===== config.mk =====
export PLATFORM = sky130hd
export DESIGN_NAME = i2s_line_in_rx_flat
export DESIGN_NICKNAME = d
export VERILOG_FILES = /design/src/rtl/i2s_line_in_rx_if.sv /design/src/rtl/i2s_line_in_rx.sv /design/src/flat_wrapper.sv
export SDC_FILE = /design/constraint.sdc
export NUM_CORES = 1
export LEC_CHECK = 0
export ABC_AREA = 1
export BUFFER_PORTS_ARGS = -buffer_cell sky130_fd_sc_hd__buf_2
export CORE_ASPECT_RATIO = 2
export CORE_MARGIN = 3
export CORE_UTILIZATION = 57
export DETAILED_ROUTE_END_ITERATION = 16
export GPL_ROUTABILITY_DRIVEN = 0
export PLACE_DENSITY = 0.79
export SLEW_MARGIN = 10
export SYNTH_ARGS = -nofsm -noshare
export SYNTH_HDL_FRONTEND = slang
export SYNTH_SLANG_ARGS = --single-unit

===== constraint.sdc =====
create_clock -name clk -period 1.9 [get_ports clk]
set_input_delay 0.19 -clock clk [delete_from_list [all_inputs] [get_ports clk]]
set_output_delay 0.19 -clock clk [all_outputs]
set_load 0.1 [all_outputs]

===== src/rtl/i2s_line_in_rx_if.sv =====
// rtl/i2s_line_in_rx_if.sv - I2S line-in serial pins and parallel sample outputs
// The master drives the codec pins; the slave is the receiver that returns samples.
interface i2s_line_in_rx_if #(
  parameter int SAMPLE_BITS = 24
);
  logic                   bclk_in;
  logic                   lrclk_in;
  logic                   sdata_in;
  logic [SAMPLE_BITS-1:0] line_in_l;
  logic [SAMPLE_BITS-1:0] line_in_r;
  logic                   new_sample;
  logic                   frame_err;

  modport master (
    output bclk_in,
    output lrclk_in,
    output sdata_in,
    input  line_in_l,
    input  line_in_r,
    input  new_sample,
    input  frame_err
  );

  modport slave (
    input  bclk_in,
    input  lrclk_in,
    input  sdata_in,
    output line_in_l,
    output line_in_r,
    output new_sample,
    output frame_err
  );
endinterface


===== src/rtl/i2s_line_in_rx.sv =====
// rtl/i2s_line_in_rx.sv - oversampled I2S ADC receiver producing stereo sample pairs
// BCLK/LRCLK are treated as data and edge-detected in the clk domain.
module i2s_line_in_rx #(
  parameter int SAMPLE_BITS = 24,
  parameter int SYNC_STAGES = 2
) (
  input  logic                 clk,
  input  logic                 reset_n,
  input  logic                 enable,
  i2s_line_in_rx_if.slave      bus
);

  localparam logic [5:0] BITS = 6'(SAMPLE_BITS);

  typedef enum logic [1:0] {
    IDLE,
    DELAY,
    SHIFT,
    PAD
  } state_t;

  logic [SYNC_STAGES-1:0] bclk_sync_q;
  logic [SYNC_STAGES-1:0] lrclk_sync_q;
  logic [SYNC_STAGES-1:0] sdata_sync_q;
  logic                   bclk_hist_q;
  logic                   lrclk_hist_q;

  state_t                 state_q;
  logic                   chan_q;
  logic [5:0]             bit_cnt_q;
  logic [SAMPLE_BITS-1:0] shift_q;
  logic [SAMPLE_BITS-1:0] hold_l_q;
  logic                   left_valid_q;
  logic                   load_r_q;
  logic [SAMPLE_BITS-1:0] line_l_q;
  logic [SAMPLE_BITS-1:0] line_r_q;
  logic                   new_sample_q;
  logic                   frame_err_q;

  logic                   bclk_s;
  logic                   lrclk_s;
  logic                   sdata_s;
  logic                   bclk_rise;
  logic                   lr_edge;
  logic [5:0]             bit_cnt_d;
  logic [SAMPLE_BITS-1:0] shift_d;

  always_ff @(posedge clk or negedge reset_n) begin
    if (!reset_n) begin
      bclk_sync_q  <= '0;
      lrclk_sync_q <= '0;
      sdata_sync_q <= '0;
      bclk_hist_q  <= 1'b0;
      lrclk_hist_q <= 1'b0;
    end else begin
      bclk_sync_q  <= {bclk_sync_q[SYNC_STAGES-2:0], bus.bclk_in};
      lrclk_sync_q <= {lrclk_sync_q[SYNC_STAGES-2:0], bus.lrclk_in};
      sdata_sync_q <= {sdata_sync_q[SYNC_STAGES-2:0], bus.sdata_in};
      bclk_hist_q  <= bclk_s;
      lrclk_hist_q <= lrclk_s;
    end
  end

  assign bclk_s    = bclk_sync_q[SYNC_STAGES-1];
  assign lrclk_s   = lrclk_sync_q[SYNC_STAGES-1];
  assign sdata_s   = sdata_sync_q[SYNC_STAGES-1];
  assign bclk_rise = bclk_s & ~bclk_hist_q;
  assign lr_edge   = lrclk_s ^ lrclk_hist_q;
  assign bit_cnt_d = bit_cnt_q + 6'd1;
  assign shift_d   = {shift_q[SAMPLE_BITS-2:0], sdata_s};

  // A rise coinciding with a slot edge is the I2S delay bit, so those paths go straight to SHIFT.
  always_ff @(posedge clk or negedge reset_n) begin
    if (!reset_n) begin
      state_q      <= IDLE;
      chan_q       <= 1'b0;
      bit_cnt_q    <= '0;
      shift_q      <= '0;
      hold_l_q     <= '0;
      left_valid_q <= 1'b0;
      load_r_q     <= 1'b0;
      line_l_q     <= '0;
      line_r_q     <= '0;
      new_sample_q <= 1'b0;
      frame_err_q  <= 1'b0;
    end else begin
      new_sample_q <= 1'b0;
      frame_err_q  <= 1'b0;
      load_r_q     <= 1'b0;

      if (load_r_q && enable) begin
        line_l_q     <= hold_l_q;
        line_r_q     <= shift_q;
        new_sample_q <= 1'b1;
      end

      if (!enable) begin
        state_q      <= IDLE;
        left_valid_q <= 1'b0;
        bit_cnt_q    <= '0;
      end else begin
        unique case (state_q)
          IDLE: begin
            if (lr_edge && !lrclk_s) begin
              chan_q    <= 1'b0;
              bit_cnt_q <= '0;
              state_q   <= bclk_rise ? SHIFT : DELAY;
            end
          end
          DELAY: begin
            bit_cnt_q <= '0;
            if (lr_edge) begin
              chan_q  <= lrclk_s;
              state_q <= bclk_rise ? SHIFT : DELAY;
            end else if (bclk_rise) begin
              state_q <= SHIFT;
            end
          end
          SHIFT: begin
            if (lr_edge) begin
              frame_err_q  <= 1'b1;
              left_valid_q <= 1'b0;
              chan_q       <= lrclk_s;
              bit_cnt_q    <= '0;
              state_q      <= bclk_rise ? SHIFT : DELAY;
            end else if (bclk_rise) begin
              shift_q   <= shift_d;
              bit_cnt_q <= bit_cnt_d;
              if (bit_cnt_d == BITS) begin
                state_q <= PAD;
                if (!chan_q) begin
                  hold_l_q     <= shift_d;
                  left_valid_q <= 1'b1;
                end else if (left_valid_q) begin
                  load_r_q     <= 1'b1;
                  left_valid_q <= 1'b0;
                end
              end
            end
          end
          PAD: begin
            // bit_cnt stays at SAMPLE_BITS through the remaining slot bits.
            if (lr_edge) begin
              chan_q    <= lrclk_s;
              bit_cnt_q <= '0;
              state_q   <= bclk_rise ? SHIFT : DELAY;
            end
          end
          default: state_q <= IDLE;
        endcase
      end
    end
  end

  assign bus.line_in_l  = line_l_q;
  assign bus.line_in_r  = line_r_q;
  assign bus.new_sample = new_sample_q;
  assign bus.frame_err  = frame_err_q;

endmodule


===== src/flat_wrapper.sv =====
// flat-port wrapper written by rule: the top's interface ports become plain ports
module i2s_line_in_rx_flat 
#(
  parameter int SAMPLE_BITS = 24,
  parameter int SYNC_STAGES = 2
)
  (clk, reset_n, enable, bus_bclk_in, bus_lrclk_in, bus_sdata_in, bus_line_in_l, bus_line_in_r, bus_new_sample, bus_frame_err);
  i2s_line_in_rx_if #(.SAMPLE_BITS(SAMPLE_BITS)) bus_i ();
  input  logic clk;
  input  logic reset_n;
  input  logic enable;
  input wire logic [$bits(bus_i.bclk_in)-1:0] bus_bclk_in;
  input wire logic [$bits(bus_i.lrclk_in)-1:0] bus_lrclk_in;
  input wire logic [$bits(bus_i.sdata_in)-1:0] bus_sdata_in;
  output wire logic [$bits(bus_i.line_in_l)-1:0] bus_line_in_l;
  output wire logic [$bits(bus_i.line_in_r)-1:0] bus_line_in_r;
  output wire logic [$bits(bus_i.new_sample)-1:0] bus_new_sample;
  output wire logic [$bits(bus_i.frame_err)-1:0] bus_frame_err;
  assign bus_i.bclk_in = bus_bclk_in;
  assign bus_i.lrclk_in = bus_lrclk_in;
  assign bus_i.sdata_in = bus_sdata_in;
  assign bus_line_in_l = bus_i.line_in_l;
  assign bus_line_in_r = bus_i.line_in_r;
  assign bus_new_sample = bus_i.new_sample;
  assign bus_frame_err = bus_i.frame_err;
  i2s_line_in_rx #(.SAMPLE_BITS(SAMPLE_BITS), .SYNC_STAGES(SYNC_STAGES)) u_core (.clk(clk), .reset_n(reset_n), .enable(enable), .bus(bus_i));
endmodule

==> results of run 1 <==
==> area by class of cell <==
class,instances,area (um^2)
sequential,117,2930
fill,512,1840
multi-input combinational,288,1370
timing repair buffer,79,596
clock buffer,24,522
inverter,44,165
clock inverter,8,118
tap,94,118
==> worst max path at each step <==
| stage | slack, ns | cells past startpoint | start | to |
|---|---|---|---|---|
| 6_report | -0.03 | 9 | u_core.bit_cnt_q[0] | u_core.hold_l_q[9] |
| 5_1_grt | -0.1 | 9 | u_core.bit_cnt_q[1] | u_core.hold_l_q[5] |
| 4_1_cts | 0.02 | 9 | u_core.lrclk_sync_q[1] | u_core.bit_cnt_q[2] |
| 3_5_place_dp | 0.07 | 9 | u_core.lrclk_sync_q[1] | u_core.bit_cnt_q[2] |
| 3_3_place_gp | 0.13 | 9 | u_core.lrclk_sync_q[1] | u_core.bit_cnt_q[2] |
| 2_1_floorplan | 0.21 | 11 | u_core.lrclk_sync_q[1] | u_core.hold_l_q[18] |
==> routing by layer <==
metal	vias to the layer above	part of all wire
li1	1636	-
met1	1725	0.38
met2	116	0.54
met3	37	0.044
met4	0	0.040
met5	-	0
==> flip-flops by register name, indices dropped and copies added (netlist names), 2 cells and up <==
| signal | cells |
|---|---|
| u_core.bit_cnt_q | 6 |
| u_core.bus.line_in_l | 24 |
| u_core.lrclk_sync_q | 2 |
| u_core.state_q | 2 |
| u_core.bclk_sync_q | 2 |
| u_core.shift_q | 24 |
| u_core.bus.line_in_r | 24 |
| u_core.hold_l_q | 24 |
| u_core.sdata_sync_q | 2 |
==> layout by cell type (no fill, tap or decap) <==
cell type and instances:
sky130_fd_sc_hd__clkbuf_16 21, sky130_fd_sc_hd__clkinvlp_4 1, sky130_fd_sc_hd__dfrtp_1 116, sky130_fd_sc_hd__nand4_4 1, sky130_fd_sc_hd__o22ai_1 3, sky130_fd_sc_hd__dlygate4sd3_1 4
sky130_fd_sc_hd__buf_12 4, sky130_fd_sc_hd__ha_4 1, sky130_fd_sc_hd__nand2_4 1, sky130_fd_sc_hd__nor2_2 1, sky130_fd_sc_hd__buf_2 54, sky130_fd_sc_hd__o21ai_0 63
sky130_fd_sc_hd__nand2_1 169, sky130_fd_sc_hd__o21ai_1 11, sky130_fd_sc_hd__bufinv_16 3, sky130_fd_sc_hd__o21ai_2 6, sky130_fd_sc_hd__o31ai_1 1, sky130_fd_sc_hd__nand3_1 6
sky130_fd_sc_hd__dfrtp_2 1, sky130_fd_sc_hd__clkinv_2 4, sky130_fd_sc_hd__nand2_2 5, sky130_fd_sc_hd__inv_2 4, sky130_fd_sc_hd__buf_6 2, sky130_fd_sc_hd__nor2_4 2
sky130_fd_sc_hd__a21oi_1 3, sky130_fd_sc_hd__a32o_1 1, sky130_fd_sc_hd__nand3_2 1, sky130_fd_sc_hd__nor2_1 5, sky130_fd_sc_hd__o211ai_1 1, sky130_fd_sc_hd__ha_1 6
sky130_fd_sc_hd__buf_4 11, sky130_fd_sc_hd__clkbuf_8 7, sky130_fd_sc_hd__inv_1 40, sky130_fd_sc_hd__nand4_1 1
==> repair_timing <==
action	in CTS	in global routing
endpoints found under the hold margin	45	0
gates resized for setup	0	12
endpoints found under the setup margin	0	29
hold buffers	4	0
buffers inserted	0	6
==> logic make-up (layout without fill, tap and decap cells) <==
logic type | count (synthesis) | after routing | share of synthesized area
simple gates | 192 | 192 | 0.171
flops | 117 | 117 | 0.645
compound gates | 89 | 89 | 0.105
buf+inv | 64 | 155 | 0.0593
fa+ha+maj | 7 | 7 | 0.0193
==> critical path: stages (launching register included) <==
cell and delay (ns):
sky130_fd_sc_hd__dfrtp_2 0.43, sky130_fd_sc_hd__ha_1 0.25, sky130_fd_sc_hd__nand2_2 0.11, sky130_fd_sc_hd__inv_2 0.06, sky130_fd_sc_hd__nand3_1 0.08, sky130_fd_sc_hd__nand2_2 0.08, sky130_fd_sc_hd__nor2_4 0.13, sky130_fd_sc_hd__nand4_4 0.26
sky130_fd_sc_hd__clkbuf_16 0.27, sky130_fd_sc_hd__o21ai_0 0.17
==> per-stage QoR <==
step / instance area [um^2] / TNS (ns) / setup WS, ns / power, mW / hold WS, ns
6_report: 5820 / -0.0577 / -0.0259 / 7.05 / 0.0922
3_5_place_dp: 4940 / 0 / 0.0705 / 3.61 / 0.240
4_1_cts: 5620 / 0 / 0.0224 / 7.00 / 0.0770
5_1_grt: 5820 / -1.49 / -0.0982 / 7.32 / 0.0965
2_1_floorplan: 4540 / 0 / 0.209 / 3.35 / -0.106
3_3_place_gp: 4940 / 0 / 0.134 / 3.57 / 0.230
==> where the power goes <==
group	total, mW	internal, mW	switching (mW)
combinational	0.781	0.220	0.561
sequential	2.90	2.74	0.158
clock	3.36	2.30	1.07
total	7.05	5.26	1.79
==> results.json, run 1 <==
{
  "r2r-end": "u_core.hold_l_q[9]",
  "die_area_mm2": 0.00913,
  "netlist_area_mm2": 0.00454,
  "finalSetupViolations": 5,
  "cp_endpoint_kind": "flip-flop",
  "number_of_antenna_violations_at_the_first_check_in_global_routing": 0,
  "synth_area_leaders": "sky130_fd_sc_hd__dfrtp_1 (65%), sky130_fd_sc_hd__nand2_1 (14%), sky130_fd_sc_hd__o21ai_0 (7.1%)",
  "dp.final_hpwl_mm": 6.04,
  "post-synth-top-count-cell": "sky130_fd_sc_hd__nand2_1",
  "status": "complete, but fails checks",
  "min_period_over_period": 1.01,
  "postLayoutSetupSlackWorst_ns": -0.0259,
  "cts.reportedPaths.clkPinSlew_ns": 0.06,
  "first_global_vias": 3607,
  "path_class": "reg -> reg",
  "violated_checks": "negative setup slack",
  "overflow": 0,
  "hold_depth": 3,
  "max-slew-margin-rel": 0.594,
  "period_minus_ws_final_ns": 1.93,
  "routed-via-count": 3514,
  "placement_rows": 45,
  "synth.ff_latch_count": 117,
  "synthDistinctLibCells": 27,
  "cts_tree": "yes",
  "grt_use_met1": 0.259,
  "ratio_of_cells_with_drive_above_1_in_the_final_layout": 0.232,
  "ios": 56,
  "synthDominantAreaCellType": "sky130_fd_sc_hd__dfrtp_1",
  "hold_violations": 0,
  "grt_start_max_net_pins": 51,
  "drt-total-wl_mm": 11.0,
  "timing.final.max_slew_violations": 0,
  "warnings_synthesis": 0,
  "critical_path_peak_fanout": 12,
  "number_of_sinks_driven_by_the_clock_tree": 117,
  "utilization": 0.760,
  "placement.io_buffers": 55,
  "post_synth_inst_count": 469,
  "skew_ns": 0.0112,
  "postSynthNetCount": 482,
  "worst_slew_pin_slew_ns": 0.609,
  "worst-endpoint-arrival_ns": 2.24,
  "dr.pass1.iters": 5,
  "die-width_um": 69.1,
  "min-delay-start": "enable",
  "timing.hold.worst_endpoint": "u_core.bus.frame_err",
  "worst-r2r-setup-slack_ns": -0.03,
  "worstSkewPairLatency_ns": 0.41,
  "min_path_type": "in -> reg",
  "synth-main-ff-cell": "sky130_fd_sc_hd__dfrtp_1",
  "synth_sequential_area_ratio": 0.645,
  "grt_util_met2": 0.393,
  "via_per_inst": 5.37,
  "ctsHtreeMaxLevel": 4,
  "power_leakage_nw": 3.11,
  "synth_async_reset_ratio": 1.00,
  "worst_r2r_path_depth": 9,
  "ant_nets": 0,
  "starting_density_of_the_core": 0.592,
  "clk_path_buf_depth": 2,
  "power_density_mw_per_mm2": 1210,
  "area_growth_syn_to_layout_pct": 28.3,
  "syn-mean-instance-area_um2": 9.67,
  "edff_count_synth": 0,
  "clockRootBuffer": "sky130_fd_sc_hd__clkbuf_16",
  "clock.fmax_mhz": 519,
  "height_of_the_die_um": 132,
  "n_antenna_cell": 0,
  "power.ir.vdd_worst_uv": 776,
  "final_nets": 560,
  "placeableCoreArea_mm2": 0.00766,
  "number_of_drc_violations_after_detailed_routing": 0,
  "tritoncts.num_buffers": 17,
  "yosys-top-cells-count": "sky130_fd_sc_hd__nand2_1 (174), sky130_fd_sc_hd__dfrtp_1 (117), sky130_fd_sc_hd__o21ai_0 (64)",
  "grt-busiest-layer": "met2",
  "grt_usage": 0.228,
  "grt_first_pass_wirelength_mm": 16.5,
  "placed_cells_incl_taps": 606,
  "stdcell_count": 654,
  "worst_ep_required_time_ns": 2.22,
  "worst_setup_path_start_kind": "flip-flop",
  "reg2reg_from": "u_core.bit_cnt_q[0]",
  "drt_first_iter_violations": 298,
  "wire_per_inst_um": 16.8,
  "globalRouteMet3Util": 0.0618,
  "synthDominantCellAreaShare": 0.645,
  "maxCapViolations": 0
}
No activity file was read; power rests on OpenSTA's default activity.
==> run 2: changes to the inputs <==
--- a/config.mk
+++ b/config.mk
@@ -12,7 +12,7 @@
 export CORE_UTILIZATION = 57
 export DETAILED_ROUTE_END_ITERATION = 16
 export GPL_ROUTABILITY_DRIVEN = 0
-export PLACE_DENSITY = 0.79
+export PLACE_DENSITY = 0.85
 export SLEW_MARGIN = 10
 export SYNTH_ARGS = -nofsm -noshare
 export SYNTH_HDL_FRONTEND = slang
==> run 2 against run 1 <==
Effect of this change: the run now ends clean; sequential share of layout area increased by 2.4 points; clock power decreased by 14%; combinational power decreased by 7.2%; sequential cell count unchanged; critical path depth unchanged; final cell count decreased by 1.4%; hold slack got worse by 0.0091 ns; total power decreased by 7.5%; via count decreased by 3.1%; sequential power about the same.
==> results.json, run 2 (same netlist as run 1, synthesis figures left out) <==
{
  "min_path_type": "in -> reg",
  "overflow": 0,
  "hold_violations": 0,
  "ratio_of_cells_with_drive_above_1_in_the_final_layout": 0.194,
  "dr.pass1.iters": 4,
  "stdcell_count": 645,
  "grt_first_pass_wirelength_mm": 16.6,
  "routed-via-count": 3404,
  "timing.critical_path.slowest_cell_delay_ns": 0.37,
  "ios": 56,
  "postLayoutSetupSlackWorst_ns": 0.0469,
  "die-width_um": 69.1,
  "maxCapViolations": 0,
  "clock.fmax_mhz": 540,
  "cts_tree": "yes",
  "power_density_mw_per_mm2": 1170,
  "area_growth_syn_to_layout_pct": 22.4,
  "period_minus_ws_final_ns": 1.85,
  "n_antenna_cell": 0,
  "min_period_over_period": 0.975,
  "worst_ep_required_time_ns": 2.20,
  "power.ir.vdd_worst_uv": 812,
  "critical_path.cell_chain": "inv_1, ha_1, nand2_1, inv_2, nand2_2, nor2_4, buf_12, nand2_1, o31ai_1",
  "crit_path_frequent_cell": "sky130_fd_sc_hd__nand2_1",
  "layout_commonest_cell": "sky130_fd_sc_hd__nand2_1",
  "wire_per_inst_um": 15.6,
  "number_of_antenna_violations_at_the_first_check_in_global_routing": 0,
  "hold_ws_ns": 0.0832,
  "placeableCoreArea_mm2": 0.00766,
  "ctsHtreeMaxLevel": 4,
  "first_global_vias": 3501,
  "dp.final_hpwl_mm": 6.10,
  "placed_cells_incl_taps": 607,
  "worst_setup_path_startpoint": "u_core.lrclk_sync_q[1]",
  "max-slew-margin-rel": 0.673,
  "starting_density_of_the_core": 0.592,
  "pre_cts_ws_ns": 0.0866,
  "critPathBufInv": 3,
  "drt-total-wl_mm": 10.1,
  "worst_setup_path_start_kind": "flip-flop",
  "critical_path_peak_fanout": 25,
  "clk_path_buf_depth": 2,
  "layout.cells.most_common_list": "sky130_fd_sc_hd__nand2_1 (173), sky130_fd_sc_hd__dfrtp_1 (117), sky130_fd_sc_hd__o21ai_0 (62)",
  "cts.reportedPaths.clkPinSlew_ns": 0.05,
  "reg2reg_from": "u_core.lrclk_sync_q[1]",
  "grt_start_max_net_pins": 68,
  "grt_usage": 0.234,
  "placement_rows": 45,
  "critical-path-slowest-cell": "sky130_fd_sc_hd__dfrtp_1",
  "worst-endpoint-arrival_ns": 2.15,
  "height_of_the_die_um": 132,
  "ant_nets": 0,
  "utilization": 0.725,
  "skew_ns": 0.00719,
  "number_of_drc_violations_after_detailed_routing": 0,
  "layout.filler_cells": 551,
  "power_leakage_nw": 2.97,
  "min-delay-start": "enable",
  "status": "finished, final reports clean",
  "worstSkewPairLatency_ns": 0.41,
  "clockRootBuffer": "sky130_fd_sc_hd__clkbuf_16",
  "via_per_inst": 5.28,
  "path_class": "reg -> reg",
  "cp_endpoint_kind": "flip-flop",
  "drt_first_iter_violations": 294,
  "die_area_mm2": 0.00913,
  "cp_top_family": "simple AND/OR/NAND/NOR gates",
  "final_nets": 551,
  "number_of_sinks_driven_by_the_clock_tree": 117,
  "p_total_mw": 6.51,
  "placement.io_buffers": 55,
  "finalSetupViolations": 0,
  "rsz0062_at_grt": "true",
  "timing.final.max_slew_violations": 0,
  "worst_slew_pin_slew_ns": 0.493,
  "tritoncts.num_buffers": 17
}
run 2: final cells by class:
type / instances / area [um^2] / share of cell area
Clock inverter: 3 / 15.0 / 0.00270
Multi-Input combinational cell: 288 / 1350 / 0.242
Sequential cell: 117 / 2930 / 0.527
Tap cell: 94 / 118 / 0.0212
Timing Repair Buffer: 70 / 450 / 0.0811
Clock buffer: 29 / 531 / 0.0955
Inverter: 44 / 165 / 0.0297
run 2: worst paths after layout:
kind                       cells past startpoint                  endpoint  slack [ns]
min reg2reg                                    0     u_core.bclk_sync_q[1]        0.34
min                                            3      u_core.bus.frame_err        0.08
min in group asynchronous                      2        u_core.hold_l_q[7]        0.27
max reg2reg                                    9       u_core.bit_cnt_q[2]        0.05
max in group asynchronous                      3  u_core.bus.line_in_l[20]        0.93
max                                            9       u_core.bit_cnt_q[2]        0.05
run 2: through the flow:
step	cell area, um^2	TNS, ns
after detailed placement	4920	0
final	5550	0
after floorplan	4540	0
after global placement	4920	0
after CTS	5510	0
after global routing	5550	-0.123
run 2: worst min-delay path: cells and delay by family:
family,cells,cell delay (ns)
and+or+nand+nor,2,0.12
buffers and inverters,1,0.15
run 2: per-layer routing:
layer / track usage / share of wire / vias up
met5: 0 / 0 / -
met4: 0.121 / 0.032 / 0
met3: 0.0664 / 0.041 / 27
met2: 0.404 / 0.55 / 87
met1: 0.258 / 0.38 / 1673
li1: - / - / 1617
run 2: timing repair:
item,CTS,global route
setup endpoints to repair,0,28
buffers inserted,0,1
gates resized for setup,0,5
hold endpoints to repair,35,0
hold buffers,4,0
run 2: where the power goes:
part | internal [mW] | switching [mW]
combinational | 0.207 | 0.518
clock | 1.86 | 1.03
sequential | 2.75 | 0.151
==> run 3: changes to the inputs <==
--- a/config.mk
+++ b/config.mk
@@ -6,7 +6,7 @@
 export NUM_CORES = 1
 export LEC_CHECK = 0
 export ABC_AREA = 1
-export BUFFER_PORTS_ARGS = -buffer_cell sky130_fd_sc_hd__buf_2
+export BUFFER_PORTS_ARGS = -buffer_cell sky130_fd_sc_hd__buf_4
 export CORE_ASPECT_RATIO = 2
 export CORE_MARGIN = 3
 export CORE_UTILIZATION = 57
==> constraint.sdc (replaced) <==
create_clock -name clk -period 1.75 [get_ports clk]
set_input_delay 0.175 -clock clk [delete_from_list [all_inputs] [get_ports clk]]
set_output_delay 0.175 -clock clk [all_outputs]
set_load 0.1 [all_outputs]
==> run 3 against run 2 <==
Effect of this change: the flow now finishes with violations (negative setup slack); sequential share of layout area fell by 5.1 points; register-to-register slack worse by 0.22 ns; die area stayed put; sequential cell count unchanged; first-iteration DRC count up 62%; largest cell class unchanged.
==> results.json, run 3 (same netlist as run 1, synthesis figures left out) <==
{
  "ctsHtreeMaxLevel": 4,
  "cts_tree": "yes",
  "dp.final_hpwl_mm": 6.17,
  "ant_nets": 0,
  "stdcell_count": 660,
  "final_nets": 566,
  "clk_path_buf_depth": 2,
  "period_minus_ws_final_ns": 1.92,
  "grt_start_max_net_pins": 69,
  "height_of_the_die_um": 132,
  "placeableCoreArea_mm2": 0.00766,
  "grt_first_pass_wirelength_mm": 18.8,
  "grt_util_met2": 0.455,
  "clock.fmax_mhz": 520,
  "worst-r2r-setup-slack_ns": -0.17,
  "dr.pass1.iters": 6,
  "drt-total-wl_mm": 12.9,
  "die-width_um": 69.1,
  "placed_cells_incl_taps": 606,
  "crit_path_frequent_cell": "sky130_fd_sc_hd__nand2_2",
  "hold_violations": 0,
  "rsz0062_at_grt": "true",
  "min_period_over_period": 1.10,
  "globalRouteMet3Util": 0.0702,
  "cp_endpoint_kind": "flip-flop",
  "critical_path.cell_chain": "ha_2, nand2_2, o21ai_2, nand2_2, nor2_4, nand4_4, buf_6, buf_12, nand2_1, o21ai_0",
  "grt-busiest-layer": "met2",
  "clockRootBuffer": "sky130_fd_sc_hd__clkbuf_16",
  "critical-path-slowest-cell": "sky130_fd_sc_hd__dfrtp_1",
  "number_of_drc_violations_after_detailed_routing": 0,
  "min_path_type": "in -> reg",
  "drt_first_iter_violations": 476,
  "first_global_vias": 3845,
  "wire_per_inst_um": 19.5,
  "worst_setup_path_start_kind": "flip-flop",
  "power.ir.vdd_worst_uv": 1090,
  "placement.io_buffers": 55,
  "violated_checks": "negative setup slack",
  "ios": 56,
  "layout.cells.most_common_list": "sky130_fd_sc_hd__nand2_1 (152), sky130_fd_sc_hd__dfrtp_1 (117), sky130_fd_sc_hd__buf_4 (68)",
  "tritoncts.num_buffers": 17,
  "postLayoutSetupSlackWorst_ns": -0.172,
  "worst-endpoint-arrival_ns": 2.20,
  "skew_ns": 0.0143,
  "maxCapViolations": 0,
  "cp.depth": 10,
  "via_per_inst": 5.82,
  "critPathBufInv": 2,
  "overflow": 0,
  "worst_slew_pin_slew_ns": 0.467,
  "timing.final.max_slew_violations": 0,
  "power_leakage_nw": 3.16,
  "n_antenna_cell": 0,
  "worst_ep_required_time_ns": 2.03,
  "starting_density_of_the_core": 0.592,
  "grt_usage": 0.264,
  "routed-via-count": 3838,
  "grt_use_met1": 0.293,
  "path_class": "reg -> reg",
  "status": "complete, but fails checks",
  "finalSetupViolations": 27,
  "max-slew-margin-rel": 0.688,
  "cp_top_family": "simple AND/OR/NAND/NOR gates",
  "layout_commonest_cell": "sky130_fd_sc_hd__nand2_1",
  "power_density_mw_per_mm2": 1290,
  "die_area_mm2": 0.00913,
  "worstSkewPairLatency_ns": 0.42,
  "number_of_antenna_violations_at_the_first_check_in_global_routing": 0,
  "utilization": 0.804,
  "critical_path_peak_fanout": 12,
  "hold_depth": 3,
  "ratio_of_cells_with_drive_above_1_in_the_final_layout": 0.283,
  "worst_r2r_path_depth": 10,
  "area_growth_syn_to_layout_pct": 35.6,
  "timing.critical_path.slowest_cell_delay_ns": 0.40,
  "cts.reportedPaths.clkPinSlew_ns": 0.07,
  "placement_rows": 45,
  "number_of_sinks_driven_by_the_clock_tree": 117
}
==> run 3: path summary, 6_finish.rpt <==
| kind | startpoint | endpoint |
|---|---|---|
| setup reg to reg | u_core.bit_cnt_q[0] | u_core.hold_l_q[4] |
| setup / recovery | u_core.bit_cnt_q[0] | u_core.hold_l_q[4] |
| hold / removal | enable | u_core.bus.frame_err |
| hold reg to reg | u_core.sdata_sync_q[0] | u_core.sdata_sync_q[1] |
| min in group asynchronous | reset_n | u_core.bus.line_in_l[6] |
| max in group asynchronous | reset_n | u_core.bus.line_in_l[21] |
==> run 3: final cells by class <==
cell class | instances | area [um^2]
fill | 432 | 1500
sequential | 117 | 2930
multi-input combinational | 288 | 1480
timing repair buffer | 85 | 807
clock inverter | 13 | 204
inverter | 44 | 165
clock buffer | 19 | 453
tap | 94 | 118
==> run 3: timing repair <==
action                                  CTS  global route
cloned                                    2             4
buffers inserted                          7             6
hold buffers                              4             0
endpoints found under the hold margin   120             0
gates resized for setup                  17            43
pin swaps                                 5             6
endpoints found under the setup margin   27            39
==> run 3: per-stage QoR <==
step | TNS, ns | hold slack [ns] | area (um^2) | setup slack [ns] | power (mW)
finish | -2.89 | 0.0734 | 6150 | -0.172 | 7.92
global route | -4.61 | 0.0784 | 6150 | -0.227 | 8.15
global placement | 0 | 0.0486 | 5080 | 0.0270 | 3.87
floorplan | 0 | -0.121 | 4540 | 0.0587 | 3.64
detailed placement | -0.125 | 0.0566 | 5080 | -0.0251 | 3.92
CTS | -0.00485 | 0.0338 | 5940 | -0.00485 | 7.77
==> run 3: report_power, final <==
| part | leakage, nW | total (mW) | internal [mW] | switching [mW] |
|---|---|---|---|---|
| Combinational | 1.32 | 0.913 | 0.264 | 0.649 |
| Clock | 0.311 | 3.84 | 2.59 | 1.24 |
| Sequential | 1.52 | 3.17 | 2.98 | 0.189 |
| Total | 3.16 | 7.92 | 5.83 | 2.08 |
==> run 3: tightest hold or removal path, stage by stage <==
cell	delay, ns
sky130_fd_sc_hd__buf_4	0.15
sky130_fd_sc_hd__nand2_1	0.07
sky130_fd_sc_hd__nor2_1	0.04
==> run 3: per-layer routing <==
metal / share of wire / routed length, um / up-vias
li1: - / - / 1658
met1: 0.34 / 4390 / 1878
met2: 0.54 / 6980 / 241
met3: 0.071 / 919 / 61
met4: 0.046 / 595 / 0
met5: 0 / 0 / -
